File: src/rtl/pipelined_adder.sv
// pipelined_adder: WIDTH-bit adder with carry in/out, split into STAGES registered carry-chain segments behind a valid/ready handshake with global stall
// Ports:
//   clk, rst            rising-edge clock, synchronous active-high reset
//   in_valid, in_ready  operand handshake; in_ready = !out_valid || out_ready
//   a, b, cin           operands and carry in
//   out_valid, out_ready result handshake
//   sum, cout           (a + b + cin) mod 2^WIDTH and carry out of the MSB
//   ovf                 two's-complement overflow, present only with PIPELINED_ADDER_OVF_EN
module pipelined_adder #(
    parameter int WIDTH  = 16,
    parameter int STAGES = 4
) (
    input  logic             clk,
    input  logic             rst,
    input  logic             in_valid,
    output logic             in_ready,
    input  logic [WIDTH-1:0] a,
    input  logic [WIDTH-1:0] b,
    input  logic             cin,
    output logic             out_valid,
    input  logic             out_ready,
    output logic [WIDTH-1:0] sum,
`ifdef PIPELINED_ADDER_OVF_EN
    output logic             ovf,
`endif
    output logic             cout
);
    localparam int CW = WIDTH / STAGES;
    logic advance;
    logic [WIDTH-1:0] a_q [STAGES];
    logic [WIDTH-1:0] b_q [STAGES];
    logic [WIDTH-1:0] s_q [STAGES];
    logic [STAGES-1:0] c_q, v_q;
    logic [WIDTH-1:0] st_a [STAGES];
    logic [WIDTH-1:0] st_b [STAGES];
    logic [WIDTH-1:0] st_s [STAGES];
    logic [WIDTH-1:0] nx_s [STAGES];
    logic [STAGES-1:0] st_c, st_v;
    logic [CW:0] chunk [STAGES];
    assign advance   = !v_q[STAGES-1] || out_ready;
    assign in_ready  = advance;
    assign out_valid = v_q[STAGES-1];
    assign sum       = s_q[STAGES-1];
    assign cout      = c_q[STAGES-1];
    // Stage i sees the inputs for i == 0, otherwise the registers of stage i-1,
    // and adds chunk i on top of the lower sum chunks already produced.
    always_comb begin
        st_a[0] = a;
        st_b[0] = b;
        st_s[0] = '0;
        st_c[0] = cin;
        st_v[0] = in_valid;
        for (int i = 1; i < STAGES; i++) begin
            st_a[i] = a_q[i-1];
            st_b[i] = b_q[i-1];
            st_s[i] = s_q[i-1];
            st_c[i] = c_q[i-1];
            st_v[i] = v_q[i-1];
        end
        for (int i = 0; i < STAGES; i++) begin
            chunk[i] = {1'b0, st_a[i][i*CW +: CW]} + {1'b0, st_b[i][i*CW +: CW]} + {{CW{1'b0}}, st_c[i]};
            nx_s[i] = st_s[i];
            nx_s[i][i*CW +: CW] = chunk[i][CW-1:0];
        end
    end
    always_ff @(posedge clk) begin
        if (rst) begin
            v_q <= '0;
            c_q <= '0;
            for (int i = 0; i < STAGES; i++) begin
                a_q[i] <= '0;
                b_q[i] <= '0;
                s_q[i] <= '0;
            end
        end else if (advance) begin
            v_q <= st_v;
            for (int i = 0; i < STAGES; i++) begin
                a_q[i] <= st_a[i];
                b_q[i] <= st_b[i];
                s_q[i] <= nx_s[i];
                c_q[i] <= chunk[i][CW];
            end
        end
    end
`ifdef PIPELINED_ADDER_OVF_EN
    logic ovf_q;
    // Operand sign bits travel with the pending upper chunks into the last stage.
    always_ff @(posedge clk) begin
        if (rst)
            ovf_q <= 1'b0;
        else if (advance)
            ovf_q <= (st_a[STAGES-1][WIDTH-1] == st_b[STAGES-1][WIDTH-1]) &&
                     (nx_s[STAGES-1][WIDTH-1] != st_a[STAGES-1][WIDTH-1]);
    end
    assign ovf = ovf_q;
`endif
endmodule

File: config.mk
export PLATFORM = sky130hd
export DESIGN_NAME = pipelined_adder
export DESIGN_NICKNAME = d
export VERILOG_FILES = /design/src/rtl/pipelined_adder.sv
export SDC_FILE = /design/constraint.sdc
export NUM_CORES = 1
export LEC_CHECK = 0
export BUFFER_PORTS_ARGS = -buffer_cell sky130_fd_sc_hd__buf_2
export CORE_MARGIN = 2
export CORE_UTILIZATION = 30
export DETAILED_ROUTE_END_ITERATION = 7
export HOLD_SLACK_MARGIN = 0.06
export SKIP_CTS_REPAIR_TIMING = 1
export SLEW_MARGIN = 40
export SYNTH_ARGS = -nofsm -noshare
export SYNTH_HDL_FRONTEND = slang
export SYNTH_SLANG_ARGS = --single-unit
export TNS_END_PERCENT = 100
File: constraint.sdc
create_clock -name clk -period 3.45 [get_ports clk]
set_input_delay 0.69 -clock clk [delete_from_list [all_inputs] [get_ports clk]]
set_output_delay 0.69 -clock clk [all_outputs]
set_load 0.05 [all_outputs]
==> summary.txt <==
Floorplan
  • Die width: approximately 120 um
  • Die H: 121 um
  • Core footprint: ~0.013 sq mm
  • Initial Utilization: just over 30%
  • Io pins: 56
  • Core Rows: 42
  • Die ar.: 0.0146 sq mm

Setup path
  • Crit path cell chain: buf_2, nor2b_4, inv_2, buf_2
  • Worst Setup End Kind: output pin
  • Worst path bufs/invs: 3
  • CP top delay family: buffers and inverters
  • Max incr delay on CP: between 0.3 and 0.4 ns
  • Worst EP required: between 2 and 3 ns
  • Worst path arrival time: around 1.8 ns
  • Crit-path slowest cell: inv_2
  • CP Class: in -> out
  • CP Launch Type: input port
  • CP max FO: 49
  • Crit path top cell by count: buf_2

Global route
  • Global-route wire length before repair: 11500 um
  • GR Overflow Total: 0
  • GRT busiest layer: met2
  • M2 GR Usage: around 16%
  • Initial antenna violation count: 0
  • Vias in the first global route: approximately 2300
  • Met1 Use GR: between 10 and 15%
  • GR Layer Usage met3: between 4 and 5%
  • GRT Util Overall: between 10% and 20%
  • Largest net degree at the start of global routing: 63

Synth
  • #FFs+latches synth: between 90 and 100
  • Post-synth ARST share: 0%
  • Syn avg cell area: roughly 14 sq um
  • Yosys cell types: 25
  • Post-Synthesis Cells: ~290
  • Syn nets: between 300 and 400
  • Ys flop type: edfxtp_1
  • Yosys warns: 0
  • Seq/Total Area, Yosys: around two thirds
  • Mapped Area: 0.00410 sq mm
  • Number of synthesized flops with an enable pin: 88

Clocking
  • CTS sink cnt: 96
  • Clk root buf: clkbuf_16
  • Num CTS Buffers: 9
  • Clock Latency Late Sink: 0.34 ns
  • Clock-pin slew on the worst setup and hold paths: 0.07 ns
  • Bufs on Longest Clock Path: 2
  • H-tree depth: 3
  • CTS tree: done

Layout
  • P&R area growth vs syn: 17.8%
  • Fillers: ~1300
  • Area of the multi-input gates: ~0.0012 sq mm
  • Register area: 0.00280 sq mm
  • Cell area after layout: just under 0.005 sq mm
  • Antenna diode count: 0
  • Commonest non-fill, non-tap cell in the layout: edfxtp_1
  • Share of cells above drive strength 1: between 20% and 30%
  • Nets: 391
  • Highest-count cells in the layout ignoring fill and taps: edfxtp_1 (88), and3_1 (78), buf_2 (55), ha_1 (12), a21oi_1 (11)

Routing
  • Via/cell ratio: 4.50
  • DRT antenna net count: 0
  • WL per Instance: ~14 um
  • DRC errors left: 0
  • Drt pass-1 iters: 4
  • Routed WL: around 7000 um
  • Via count: 2316
  • 1st-iter DRT viols: 125

Place
  • Placer Congestion: ~0.77
  • Pre-CTS WS: ~0.98 ns
  • Buffers on Ports: between 50 and 60
  • Placed instance area: ~0.0045 sq mm
  • DPL Wire Length: roughly 4500 um

Timing
  • Hold Worst Slack: approximately 0.45 ns
  • Clock skew: 0.00473 ns
  • Slew margin rel.: 55.8%
  • Fin crit share: just over 70%
  • Setup WS post-layout: roughly 0.98 ns
  • Hold Fails Final Rpt: 0
  • # setup viols final: 0
  • Fmax: around 400 MHz
  • Worst slew pin tran: 0.662 ns
  • Max-slew violations: 0
  • Unrepaired setup endpoints after global routing: no
  • Final TNS setup: 0 ns
  • Post-layout min period: 2.47 ns

Power
  • Leakage power: between 2 and 2.5 nW
  • Peak VDD IR: between 0.2 and 0.25 mV
  • Power Density: about 520 mW/mm^2
  • Post-route total power: around 0.0025 W

Worst hold path
  • HP Class: reg -> reg

Run status
  • Status: completed

Run
  • Max cap viols: 0
-- synthesized netlist by cell type (2+ instances only) --
cell type   n  area (sq um)
nor3_1      2          10.0
inv_1       7          26.3
ha_1       12           150
fa_1        8           160
buf_6       3          33.8
or3_1       4          25.0
clkbuf_1   10          37.5
edfxtp_1   88          2640
nand2_1     8          30.0
mux2i_1     4          40.0
xnor2_1     2          17.5
a21oi_1    11          55.1
nor2b_1     4          25.0
a211oi_1    2          15.0
dfxtp_1     8           160
and3_1     78           488
a21o_1      6          45.0
clkbuf_2    6          30.0
nand3_1     4          20.0
nor2_1     10          37.5
o21ai_0     4          20.0
-- stage by stage --
stage	utilization [%]	instances
floorplan	-	285
global placement	34.1	499
detailed placement	34.1	499
CTS	36.3	515
global route	36.3	515
finish	36.3	515
-- per-layer routing --
metal | vias to the layer above | routed length (um) | part of all wire, %
li1 | 1150 | - | -
met1 | 1112 | 3190 | 45
met2 | 47 | 3350 | 48
met3 | 7 | 378 | 5.4
met4 | 0 | 85 | 1.2
met5 | - | 0 | 0
-- final timing paths --
| check | start | endpoint | slack (ns) | cells past startpoint |
|---|---|---|---|---|
| min | v_q[1] | v_q[1] | 0.45 | 2 |
| max reg2reg | v_q[3] | s_q[0][42] | 1.37 | 5 |
| max | out_ready | in_ready | 0.98 | 4 |
| min reg2reg | v_q[1] | v_q[1] | 0.45 | 2 |
-- sequential cells by signal, indices dropped and copies added, names as in the netlist --
name	cells
a_q	24
b_q	24
c_q	4
v_q	4
s_q	40
-- layout make-up --
type | count | area share, %
clock buffers | 9 | 4.66
clock inverters | 7 | 1.50
inverters | 8 | 0.622
multi-input cells | 160 | 24.0
flip-flops and latches | 96 | 58.0
well taps | 176 | 4.56
repair buffers | 59 | 6.58
-- tightest hold or removal path, cell delays in order (launching register included) --
cell,delay [ns]
dfxtp_1,0.31
nand2_1,0.05
a21oi_1,0.05
-- cell families after synthesis --
family	after synthesis	synth area share, %
XOR/XNOR	2	0.427
AND/OR/NAND/NOR	111	15.8
adder cells (fa/ha/maj)	20	7.57
flip-flops	96	68.4
buffers and inverters	29	3.51
AO/OA/AOI/OAI	23	3.30
multiplexers	4	0.977
-- power breakdown --
group | switching [W] | internal [W]
clock | 0.000420 | 0.000561
combinational | 0.000111 | 0.0000767
sequential | 0.0000204 | 0.00134
Note: power is estimated with default switching activity, not from simulation.
